$ cat config.mk
export PLATFORM = sky130hd
export DESIGN_NAME = manta_bus_arbiter
export DESIGN_NICKNAME = d
export VERILOG_FILES = /design/src/rtl/manta_bus_arbiter.sv
export SDC_FILE = /design/constraint.sdc
export NUM_CORES = 1
export LEC_CHECK = 0
export BUFFER_PORTS_ARGS = -buffer_cell sky130_fd_sc_hd__buf_2
export CAP_MARGIN = 25
export CORE_AREA = 2 2 114 116
export CTS_CLUSTER_SIZE = 40
export DETAILED_ROUTE_END_ITERATION = 7
export DIE_AREA = 0 0 116 118
export GPL_ROUTABILITY_DRIVEN = 0
export PLACE_DENSITY = 0.79
export SYNTH_ARGS = -nofsm -noshare
export SYNTH_HDL_FRONTEND = slang
export SYNTH_SLANG_ARGS = --single-unit
$ cat constraint.sdc
create_clock -name clk -period 5.4 [get_ports clk]
set_input_delay 0 -clock clk [delete_from_list [all_inputs] [get_ports clk]]
set_output_delay 0 -clock clk [all_outputs]
set_load 0.1 [all_outputs]
$ cat src/rtl/manta_bus_arbiter.sv
// Manta register bus arbiter: shares the core daisy chain between the UART
// host bridge and the on-chip poll engine, one transaction at a time.
module manta_bus_arbiter #(
   parameter int unsigned TIMEOUT      = 64,
   parameter logic [15:0] TIMEOUT_DATA = 16'hDEAD
) (
   input  logic        clk,
   input  logic        rst,
   input  logic [15:0] h_addr_i,
   input  logic [15:0] h_data_i,
   input  logic        h_rw_i,
   input  logic        h_valid_i,
   output logic [15:0] h_data_o,
   output logic        h_rw_o,
   output logic        h_valid_o,
   input  logic [15:0] p_addr_i,
   input  logic [15:0] p_data_i,
   input  logic        p_rw_i,
   input  logic        p_valid_i,
   output logic        p_ready_o,
   output logic [15:0] p_rdata_o,
   output logic        p_rvalid_o,
   output logic [15:0] bus_addr_o,
   output logic [15:0] bus_data_o,
   output logic        bus_rw_o,
   output logic        bus_valid_o,
   input  logic [15:0] ret_data_i,
   input  logic        ret_rw_i,
   input  logic        ret_valid_i,
   output logic        timeout_o,
   output logic [7:0]  drop_count_o
);

   localparam int unsigned CW    = $clog2(TIMEOUT);
   localparam int unsigned DEPTH = 2;

   typedef struct packed {
      logic [15:0] addr;
      logic [15:0] data;
      logic        rw;
   } req_t;

   typedef enum logic {IDLE, WAIT} state_t;
   typedef enum logic {OWN_HOST, OWN_POLL} owner_t;

   state_t      state_q, state_d;
   owner_t      owner_q, owner_d;
   req_t        fifo_q [DEPTH];
   req_t        fifo_d [DEPTH];
   logic [1:0]  fcnt_q, fcnt_d;
   logic [7:0]  drop_q, drop_d;
   logic        issued_rw_q, issued_rw_d;
   logic [CW-1:0] tcnt_q, tcnt_d;
   req_t        bus_q, bus_d;
   logic        bus_valid_q, bus_valid_d;
   logic [15:0] h_data_q, h_data_d;
   logic        h_rw_q, h_rw_d;
   logic        h_valid_q, h_valid_d;
   logic [15:0] p_rdata_q, p_rdata_d;
   logic        p_rvalid_q, p_rvalid_d;
   logic        timeout_q, timeout_d;

   logic        p_ready;
   logic        deq;
   logic        drop;
   logic        resp_fire;
   logic [15:0] resp_data;
   logic        resp_rw;

   // Poll engine may only start when nothing from the host is pending or arriving
   assign p_ready = (state_q == IDLE) && (fcnt_q == 2'd0) && !h_valid_i;

   // Next-state: issue, wait/timeout, response routing and host FIFO
   always_comb begin
      state_d     = state_q;
      owner_d     = owner_q;
      fifo_d      = fifo_q;
      fcnt_d      = fcnt_q;
      drop_d      = drop_q;
      issued_rw_d = issued_rw_q;
      tcnt_d      = tcnt_q;
      bus_d       = '0;
      bus_valid_d = 1'b0;
      h_data_d    = h_data_q;
      h_rw_d      = h_rw_q;
      h_valid_d   = 1'b0;
      p_rdata_d   = p_rdata_q;
      p_rvalid_d  = 1'b0;
      timeout_d   = 1'b0;
      deq         = 1'b0;
      resp_fire   = 1'b0;
      resp_data   = '0;
      resp_rw     = 1'b0;

      case (state_q)
         IDLE: begin
            if (fcnt_q != 2'd0) begin
               deq         = 1'b1;
               bus_d       = fifo_q[0];
               bus_valid_d = 1'b1;
               owner_d     = OWN_HOST;
               issued_rw_d = fifo_q[0].rw;
               tcnt_d      = '0;
               state_d     = WAIT;
            end else if (p_valid_i && p_ready) begin
               bus_d       = '{addr: p_addr_i, data: p_data_i, rw: p_rw_i};
               bus_valid_d = 1'b1;
               owner_d     = OWN_POLL;
               issued_rw_d = p_rw_i;
               tcnt_d      = '0;
               state_d     = WAIT;
            end
         end
         WAIT: begin
            // The counter only starts once the beat has left, so a real
            // return landing on the last counted cycle still beats the timeout
            if (ret_valid_i) begin
               resp_fire = 1'b1;
               resp_data = ret_data_i;
               resp_rw   = ret_rw_i;
            end else if (tcnt_q == CW'(TIMEOUT - 1)) begin
               resp_fire = 1'b1;
               resp_data = TIMEOUT_DATA;
               resp_rw   = issued_rw_q;
               timeout_d = 1'b1;
            end else if (!bus_valid_q) begin
               tcnt_d = tcnt_q + CW'(1);
            end
            if (resp_fire) begin
               state_d = IDLE;
               if (owner_q == OWN_HOST) begin
                  h_valid_d = 1'b1;
                  h_data_d  = resp_data;
                  h_rw_d    = resp_rw;
               end else begin
                  p_rvalid_d = 1'b1;
                  p_rdata_d  = resp_data;
               end
            end
         end
         default: state_d = IDLE;
      endcase

      // Host FIFO: head is always entry 0; a pop shifts entry 1 down
      drop = h_valid_i && (fcnt_q == 2'(DEPTH)) && !deq;
      if (deq) begin
         fifo_d[0] = fifo_q[1];
         fcnt_d    = fcnt_q - 2'd1;
      end
      if (h_valid_i && !drop) begin
         fifo_d[fcnt_d[0]] = '{addr: h_addr_i, data: h_data_i, rw: h_rw_i};
         fcnt_d            = fcnt_d + 2'd1;
      end
      if (drop && (drop_q != 8'hFF)) begin
         drop_d = drop_q + 8'd1;
      end
   end

   // State and output registers
   always_ff @(posedge clk or posedge rst) begin
      if (rst) begin
         state_q     <= IDLE;
         owner_q     <= OWN_HOST;
         fifo_q      <= '{default: '0};
         fcnt_q      <= '0;
         drop_q      <= '0;
         issued_rw_q <= 1'b0;
         tcnt_q      <= '0;
         bus_q       <= '0;
         bus_valid_q <= 1'b0;
         h_data_q    <= '0;
         h_rw_q      <= 1'b0;
         h_valid_q   <= 1'b0;
         p_rdata_q   <= '0;
         p_rvalid_q  <= 1'b0;
         timeout_q   <= 1'b0;
      end else begin
         state_q     <= state_d;
         owner_q     <= owner_d;
         fifo_q      <= fifo_d;
         fcnt_q      <= fcnt_d;
         drop_q      <= drop_d;
         issued_rw_q <= issued_rw_d;
         tcnt_q      <= tcnt_d;
         bus_q       <= bus_d;
         bus_valid_q <= bus_valid_d;
         h_data_q    <= h_data_d;
         h_rw_q      <= h_rw_d;
         h_valid_q   <= h_valid_d;
         p_rdata_q   <= p_rdata_d;
         p_rvalid_q  <= p_rvalid_d;
         timeout_q   <= timeout_d;
      end
   end

   assign p_ready_o    = p_ready;
   assign bus_addr_o   = bus_q.addr;
   assign bus_data_o   = bus_q.data;
   assign bus_rw_o     = bus_q.rw;
   assign bus_valid_o  = bus_valid_q;
   assign h_data_o     = h_data_q;
   assign h_rw_o       = h_rw_q;
   assign h_valid_o    = h_valid_q;
   assign p_rdata_o    = p_rdata_q;
   assign p_rvalid_o   = p_rvalid_q;
   assign timeout_o    = timeout_q;
   assign drop_count_o = drop_q;

endmodule

# Word level (Yosys, flattened, before mapping)
# Cells that the tools add are included.
# op_classes
order_cmp,2
bitwise_logic,3
n_mux,42
n_addsub,4
n_eq_ne,7
reduce_logical,18
# ops
operator,count
33-bit 2-to-1 mux,5
66-bit bitwise mux,1
66-bit 2-to-1 mux,1
33-bit demux with 1-bit select,1
16-bit 2-to-1 mux,2
6-bit 2-to-1 mux,5
1-bit 2-to-1 mux,23
6-bit one-hot mux with 2 select lines,1
"8-bit by 1-bit adder with 8-bit output, second input constant",1
1-bit logical AND,8
"8-bit != test, second input constant",1
"6-bit by 1-bit adder with 6-bit output, second input constant",1
"6-bit == test, second input constant",1
"2-bit != test, second input constant",3
3-bit AND reduction,2
2-bit 2-to-1 mux,2
4-bit AND reduction,1
2-bit nonzero test,2
1-bit zero test,3
"3-bit by 1-bit != test with 1-bit output, second input constant",1
"2-bit by 1-bit adder with 2-bit output, second input constant",1
"2-bit == test, second input constant",1
"2-bit greater-or-equal comparator, second input constant",1
2-bit zero test,1
other kinds (6),7
# totals
ff_bits,155
in_bits,88
out_inout_bits,79

# Longest topological paths before layout
# logic_depth
word_depth,11
mapped_depth,10

# Least setup slack after synthesis
# No wires, ideal clock.
# synth_path
path_type,reg-to-output
from,register fcnt_q[0]
to,output p_ready_o
slack_ns,2.436
path_buffers,0
arrival_ns,2.964
stages_incl_launch_ff,4
cell_sequence,dfrtp_1 inv_1 ha_1 nor3b_1
# synth_via
elab_chain_cells,3
# synth_rtl
element,line,text
start: declaration,50,"logic [1:0] fcnt_q, fcnt_d;"
start signal: assignment,181,fcnt_q <= fcnt_d;
2-bit zero test,71,assign p_ready = (state_q == IDLE) && (fcnt_q == 2'd0) && !h_valid_i;
1-bit logical AND (2 in series),71,
end: declaration,20,"output logic p_ready_o,"
# No other way between the ends.

==> results.py <==
metrics = {
    "sta": {
        "drv_slew": 0,
        "hold_viol": 0,
        "rsz0062_at_grt": "no",
        "fin_ws_ps": 2180,
        "max_freq_ghz": 0.310,
        "worstMarginPinSlew_ps": 997,
        "holdWs_ps": 19.7,
        "skew_ps": 10.6,
        "period_share_pct": 59.7,
        "setup-tns-final_ps": 0,
        "max_slew_margin_pct": 33.6,
        "setup_viol": 0,
        "min_period_ps": 3220,
    },
    "routing": {
        "routed_via_density": 5.35,
        "dr_total_vias": 5138,
        "drc": 0,
        "drt-initial-drc-count": 345,
        "wire_per_inst_um": 17.3,
        "drt_pass1_iterations": 5,
        "drtAntennaViolNets": 0,
        "drt_wl_total_mm": 16.6,
    },
    "synth": {
        "ys_types": 45,
        "synth_nets": 625,
        "synthCells": 532,
        "yosysWarnings": 0,
        "ys_seq_area_share_pct": 59.9,
        "synth_area_per_cell_sq_um": 12.2,
        "synth-seq-cells": 155,
        "synth_area_sq_um": 6470,
    },
    "hold_path": {
        "holdPathStages": 3,
        "hold_path.class": "in2reg",
    },
    "run_status": {
        "status": "complete, no violations",
    },
    "clocking": {
        "cts_hold_buf": 85,
        "tritoncts": "built",
        "postCtsSetupBuffers": 0,
        "clk_latency_ps": 420,
        "cts_resized": 0,
        "clk_pin_slew_ps": 60,
        "clock_path_buffers": 2,
        "cts.sinks": 155,
        "h-tree-depth": 4,
        "cts_buffers": 17,
        "root_buffer": "clkbuf_16",
    },
    "floorplan": {
        "start_util_pct": 52.1,
        "die_height_um": 118,
        "rows": 41,
        "boundaryPins": 167,
        "core_area_sq_um": 12400,
        "dieWidth_um": 116,
        "die_area_sq_um": 13700,
    },
    "grt": {
        "antenna_found_initial": 0,
        "first_global_vias": 5372,
        "grt_pass1_wl_mm": 26.4,
        "grt.overflow.total": 0,
        "grt_start_max_net_pins": 74,
        "grtUsageTotal_pct": 25.0,
    },
    "worst_setup_path": {
        "cp_max_fo": 39,
        "crit_type": "reg2reg",
        "endpoint_kind": "register",
        "start_kind": "register",
        "reg2reg_depth": 6,
        "arrival_ps": 3530,
        "critPathSlowestCell": "ha_2",
        "required_ps": 5700,
        "path_cells": "inv_1 > ha_1 > or2_2 > a21boi_0 > ha_2 > mux2_2",
        "critPathMaxStageDelay_ps": 830,
    },
    "job": {
        "drv_cap": 0,
    },
    "place": {
        "post-place-ws_ps": 2190,
        "io_buffers": 166,
        "placed_cell_area_sq_um": 7470,
        "post-dp-hpwl_mm": 9.43,
    },
    "finish": {
        "drive_above_1_share_pct": 34.8,
        "nets": 869,
        "diodes": 0,
        "design_area_sq_um": 8930,
        "area_growth_pct": 38.1,
    },
}
[cells in the final DEF, fill, tap and decap left out, types with 3 or more instances in the layout]
cell type / synthesis / routed
nand2_1: 107 / 107
o21bai_1: 9 / 9
buf_2: 3 / 166
clkbuf_16: 0 / 17
inv_1: 13 / 12
o22a_1: 11 / 11
dlygate4sd3_1: 0 / 85
bufinv_16: 0 / 5
o21ai_0: 8 / 8
mux2_2: 69 / 69
clkbuf_1: 23 / 6
o31ai_1: 8 / 8
xor2_1: 7 / 7
ha_1: 5 / 4
nor2_1: 10 / 10
nand2b_1: 3 / 3
dfrtp_1: 155 / 155
a22o_1: 40 / 40
o31a_1: 9 / 9
buf_4: 1 / 3
nand3_1: 10 / 10
nor3_1: 3 / 3
a21oi_1: 3 / 3
nor3b_1: 4 / 4
[metrics by stage]
step                      std cells  utilization (%)
final                           960             72.0
after global routing            960             72.0
after CTS                       960             72.0
after detailed placement        844             60.2
after global placement          842             59.8
after floorplan                 532                -
[routing by layer]
metal	global-route usage, %	wire length, um	vias up
met5	0	0	-
met4	9.82	322	0
met3	5.97	870	29
met2	43.3	8900	167
met1	29.6	6530	2591
li1	-	-	2351
[cells by family (layout without fill, tap and decap cells)]
group / after synthesis / count (layout) / synth area share, %
DFF: 155 / 155 / 59.9
and+or+nand+nor: 148 / 148 / 9.71
AOI/OAI and AO/OA: 100 / 100 / 12.9
muxes: 70 / 70 / 12.2
buffers and inverters: 45 / 301 / 3.07
xor gates and xnor gates: 9 / 9 / 1.22
adders and majority gates: 5 / 5 / 0.967
[worst paths after layout]
path | from | end | slack [ps]
worst max register to register | fcnt_q[0] | register | 2180
max in group asynchronous | rst | h_data_o[3] | 4070
min in group asynchronous | rst | fifo_q[63] | 220
worst max-delay path | fcnt_q[0] | register | 2180
worst min register to register | fifo_q[65] | bus_addr_o[15] | 490
worst min-delay path | ret_valid_i | p_rdata_o[14] | 20
[layout make-up]
type | count | area, sq um
clock buffer | 23 | 448
clock inverter | 8 | 168
fill | 861 | 3480
inverter | 14 | 57.6
multi-input combinational | 332 | 2420
sequential | 155 | 3880
tap | 172 | 215
timing repair buffer | 256 | 1750
[critical path: cells and delay by family, from the launching register on]
family / cells / cell delay (ps)
adders and majority gates: 2 / 1120
buffers and inverters: 1 / 110
DFF: 1 / 410
and+or+nand+nor: 1 / 640
AOI/OAI and AO/OA: 1 / 360
muxes: 1 / 430
[synth_stat cells, drive strengths merged]
master	count	area, sq um
a211o	2	17.5
a21boi	2	26.3
a21o	2	15.0
a21oi	3	15.0
a22o	40	350
a31oi	1	21.3
and3	1	7.51
buf	8	60.1
clkbuf	23	86.3
clkinv	1	3.75
dfrtp	155	3880
ha	5	62.6
inv	13	48.8
mux2	70	788
nand2	107	402
nand2b	3	18.8
nand3	10	50.1
nand4	2	12.5
nor2	11	43.8
nor2b	2	12.5
nor3	3	15.0
nor3b	4	30.0
nor4bb	1	10.0
o2111ai	1	15.0
o21a	1	7.51
o21ai	8	40.0
o21bai	9	67.6
o22a	11	96.3
o22ai	1	6.26
o311ai	1	8.76
o31a	9	78.8
o31ai	8	60.1
o32a	1	10.0
or2	2	12.5
or3	1	6.26
or4	1	7.51
xnor2	2	17.5
xor2	7	61.3
Power is not shown: default switching activity piles up to over one toggle a cycle in this logic, so the estimate is an artifact.
